`config.mk`:
```
export PLATFORM = sky130hd
export DESIGN_NAME = regs_xys
export DESIGN_NICKNAME = d
export VERILOG_FILES = /design/src/rtl/regs_xys.sv
export SDC_FILE = /design/constraint.sdc
export NUM_CORES = 1
export LEC_CHECK = 0
export BUFFER_PORTS_ARGS = -buffer_cell sky130_fd_sc_hd__buf_4
export CAP_MARGIN = 30
export CORE_AREA = 3 3 67 69
export CTS_CLUSTER_DIAMETER = 150
export CTS_CLUSTER_SIZE = 24
export DETAILED_ROUTE_END_ITERATION = 8
export DIE_AREA = 0 0 70 72
export GPL_TIMING_DRIVEN = 0
export PLACE_DENSITY = 0.84
export SLEW_MARGIN = 30
export SYNTH_ARGS = -nofsm -noshare
export SYNTH_HDL_FRONTEND = slang
export SYNTH_SLANG_ARGS = --single-unit
```
`constraint.sdc`:
```
create_clock -name PHI0 -period 1.52 [get_ports PHI0]
set_input_delay 0.076 -clock PHI0 [delete_from_list [all_inputs] [get_ports PHI0]]
set_output_delay 0.076 -clock PHI0 [all_outputs]
set_load 0.1 [all_outputs]
```
`src/rtl/regs_xys.sv`:
```
// X, Y and S index/stack registers on the special bus (SB) and low address bus (ADL).
// Optional SB multi-driver checking is enabled by defining REGS_SB_CHECK_EN.
module regs_xys (
  input  logic       PHI0,
  input  logic       n_RES,
  input  logic       Y_SB,
  input  logic       X_SB,
  input  logic       S_SB,
  input  logic       SB_X,
  input  logic       SB_Y,
  input  logic       SB_S,
  input  logic       S_S,
  input  logic       S_ADL,
  input  logic [7:0] SB_in,
  output logic [7:0] SB_out,
  output logic [7:0] ADL_out,
  output logic       PHI1,
  output logic       PHI2,
  output logic [7:0] X_q,
  output logic [7:0] Y_q,
  output logic [7:0] S_q,
  output logic       SB_ERR
);

  logic       ph_q;
  logic       ph_d;
  logic       drive_en;
  logic [7:0] s_in_q;
  logic [7:0] s_in_d;
  logic [7:0] x_d;
  logic [7:0] y_d;
  logic [7:0] s_out_d;

  assign PHI1     = ~ph_q;
  assign PHI2     = ph_q;
  assign drive_en = ~ph_q & n_RES;

  // Wired-AND bus: an idle driver contributes all ones.
  always_comb begin
    SB_out  = SB_in
            & ((drive_en && Y_SB) ? Y_q : 8'hFF)
            & ((drive_en && X_SB) ? X_q : 8'hFF)
            & ((drive_en && S_SB) ? S_q : 8'hFF);
    ADL_out = (drive_en && S_ADL) ? S_q : 8'hFF;
  end

  always_comb begin
    ph_d    = ~ph_q;
    x_d     = X_q;
    y_d     = Y_q;
    s_in_d  = s_in_q;
    s_out_d = S_q;
    if (!ph_q) begin
      if (SB_X) x_d = SB_out;
      if (SB_Y) y_d = SB_out;
      if (SB_S) begin
        s_in_d = SB_out;
      end else if (S_S) begin
        s_in_d = S_q;
      end
    end else begin
      // Output latch follows the input latch only across the PHI2 half.
      s_out_d = s_in_q;
    end
  end

  always_ff @(posedge PHI0 or negedge n_RES) begin
    if (!n_RES) begin
      ph_q   <= 1'b0;
      X_q    <= 8'h00;
      Y_q    <= 8'h00;
      s_in_q <= 8'h00;
      S_q    <= 8'h00;
    end else begin
      ph_q   <= ph_d;
      X_q    <= x_d;
      Y_q    <= y_d;
      s_in_q <= s_in_d;
      S_q    <= s_out_d;
    end
  end

`ifdef REGS_SB_CHECK_EN
  logic sb_err_q;
  logic multi_drv;

  assign multi_drv = drive_en & ((Y_SB & X_SB) | (Y_SB & S_SB) | (X_SB & S_SB));

  always_ff @(posedge PHI0 or negedge n_RES) begin
    if (!n_RES) begin
      sb_err_q <= 1'b0;
    end else if (multi_drv) begin
      sb_err_q <= 1'b1;
    end
  end

  assign SB_ERR = sb_err_q;
`else
  assign SB_ERR = 1'b0;
`endif

endmodule
```
==> run metrics <==
status=finished with violations; failing checks=setup timing; syn_area_per_cell=9.48 µm²; Critical path buffers and inverters=2; Core Area=0.00397 mm²; internal power=1.71 mW; total power=3.11 mW; Vias/cell=5.87; global-route wire length before repair=9780 µm; Clock Skew=6.13 ps; clk_lat worst skew=300 ps; I/O pins=61; diode count=0; Clock power frac=0.242; most frequent cells in the layout=buf_4 (57), dfrtp_2 (24), nand2b_1 (18); Cell Area, Synth=0.00189 mm²; leading cell type in the layout, fill and taps excluded=buf_4; CP max FO=7; crit-path cells=nand3b_4 > buf_12 > o21ai_4 > nor2_4 > buf_12; Fin. Hold Viols=0; Die X=70 µm; Synth cell types=29; worst slew margin relative to its limit=0.564; CP Launch Type=flop; Fmax=590 MHz; drt pass-1 iters=4; pin count of the biggest net entering global routing=34; Final #Nets=297; HPWL after detailed placement=3810 µm; Worst path slowest cell=dfrtp_4; final instance area=0.00311 mm²; number of synthesized register bits=33; RSZ-0062 raised after global routing=true; worst setup margin=-175 ps; Pleak=1.38 nW; sequential power share=0.359; cell mode on critical path=buf_12; Placer Congestion=0.814; initial antenna violation count=0; clock sinks=33; clock transition at the registers of the reported paths=70 ps; Initial Util=0.475; pwr dens=1000 mW/mm²; worst endpoint required time=1440 ps; Layout area overhead=64.7%; Comb pwr share=0.399; CP arrival=1620 ps; fraction of layout cells with a size suffix above 1=0.561; Setup Crit Path Kind=reg -> out; max-slew violations=0; final wirelength=6200 µm; vias in the first global route=1903; Post-Syn Instances=199; Routed Antenna Nets=0; cell row count=23; endpoint type of the worst setup path=output pin; sequential share of the synthesized area=0.438; maximum VDD drop=0.784 mV; Placed Instance Area=0.00253 mm²; Global Route Usage Sum=0.247; utilization after layout=0.783; Ys Warns=0; period utilization=1.11; P_sw=1.40 mW; Iter 0 DRT Violations=167; drt wl/cell=18.8 µm; CTS Buf Count=5; port bufs=59; max cap viols=0; # setup viols final=26; syn nets=217; H-tree level count=2; family with the most delay on the worst path=flip-flops; remaining global-route overflow=0; HP Class=in -> reg; CTS tree=yes; drc violations=0; Tightest Pin Transition=652 ps; DR vias=1938; sw frac=0.449; Clk Tree Root Cell=clkbuf_8; Die Y-Extent=72 µm; DIE AREA=0.00504 mm²; Tmin final=1690 ps; max incr delay on CP=530 ps; Clock Tree Buf Depth=2; fillers=245
==> kinds of logic (layout without fill, tap and decap cells) <==
group	count (synthesis)	in the layout	share of synthesized area
flops	33	33	0.438
other cells	1	1	0.00199
compound gates	72	72	0.241
buf+inv	12	93	0.0491
simple gates	81	81	0.270
==> per-stage QoR <==
step	setup slack, ps	std cells	TNS (ps)	hold slack [ps]
2_1_floorplan	-112	199	-1210	-220
3_3_place_gp	-9.02	308	-17.2	72.9
3_5_place_dp	-34.5	308	-89.2	77.3
4_1_cts	-138	325	-2030	81.4
5_1_grt	-205	330	-3740	78.3
6_report	-175	330	-2770	74.0
==> state kept, by name, summed over array words and instances (netlist names) <==
name and count:
PHI2 1, S_q 8, X_q 8, Y_q 8
s_in_q 8
==> power by group through the flow <==
stage	Sequential, mW	Combinational (mW)	Clock (mW)
floorplan	1.69	0.288	0
global placement	1.11	1.14	0
detailed placement	1.12	1.15	0
CTS	1.11	1.22	0.750
global route	1.14	1.28	0.794
finish	1.12	1.24	0.755
==> cell usage after synthesis <==
cell type,number,area (µm²)
and2_1,8,50.1
buf_12,1,20.0
nor3_1,8,40.0
nand3b_2,1,11.3
clkbuf_2,2,10.0
buf_2,2,10.0
nor2_1,17,63.8
o21ai_2,4,35.0
nand2_1,8,30.0
a21oi_1,24,120
buf_4,3,22.5
o211ai_1,8,60.1
conb_1,1,3.75
o31ai_1,8,60.1
o21ai_0,6,30.0
a21o_1,8,60.1
nand3_4,1,17.5
o21ai_1,6,30.0
nor2b_1,2,12.5
nand3b_4,1,20.0
or2_2,8,50.1
clkbuf_1,1,3.75
dfrtp_1,33,826
a211oi_1,8,60.1
inv_2,1,3.75
nor4bb_1,2,20.0
and4bb_2,6,75.1
nand2b_1,19,119
buf_6,2,22.5
==> worst register-to-register path, cell delays in order (launching register included) <==
cell and delay, ps:
dfrtp_4 530, clkbuf_16 180, buf_4 160, nand3b_2 320, a21oi_1 220, nor3_1 70
==> layout make-up <==
class                      count  area, µm²  share of cell area
multi-input combinational    154       1190               0.383
sequential                    33        860               0.277
timing repair buffer          73        753               0.242
buffer                        11        124              0.0399
clock buffer                   7       96.3              0.0310
tap                           50       62.6              0.0201
inverter                       1       16.3             0.00523
clock inverter                 1       5.00             0.00161
==> layer usage <==
metal | up-vias | GRT usage | part of all wire
met5 | - | 0 | 0
met4 | 0 | 0.0936 | 0.020
met3 | 13 | 0.0402 | 0.080
met2 | 101 | 0.396 | 0.49
met1 | 949 | 0.339 | 0.41
li1 | 875 | - | -
==> worst paths after layout <==
kind                           from        end  slack, ps  cells after the start
max                            PHI2  SB_out[4]       -170                      5
min reg2reg                  Y_q[2]     Y_q[2]        510                      2
min                        SB_in[1]  s_in_q[1]         70                      3
max in group asynchronous     n_RES     Y_q[2]        870                      3
min in group asynchronous     n_RES     Y_q[3]        460                      3
max reg2reg                    PHI2     X_q[3]        -80                      5
==> what timing repair did <==
item / 4_1_cts / 5_1_grt
setup endpoints to repair: 16 / 30
pin swaps: 1 / 1
setup buffers: 7 / 5
gates resized for setup: 67 / 15
hold buffers: 2 / 0
gates cloned: 0 / 0
endpoints found under the hold margin: 33 / 0
Power figures use the tool's default switching activity.
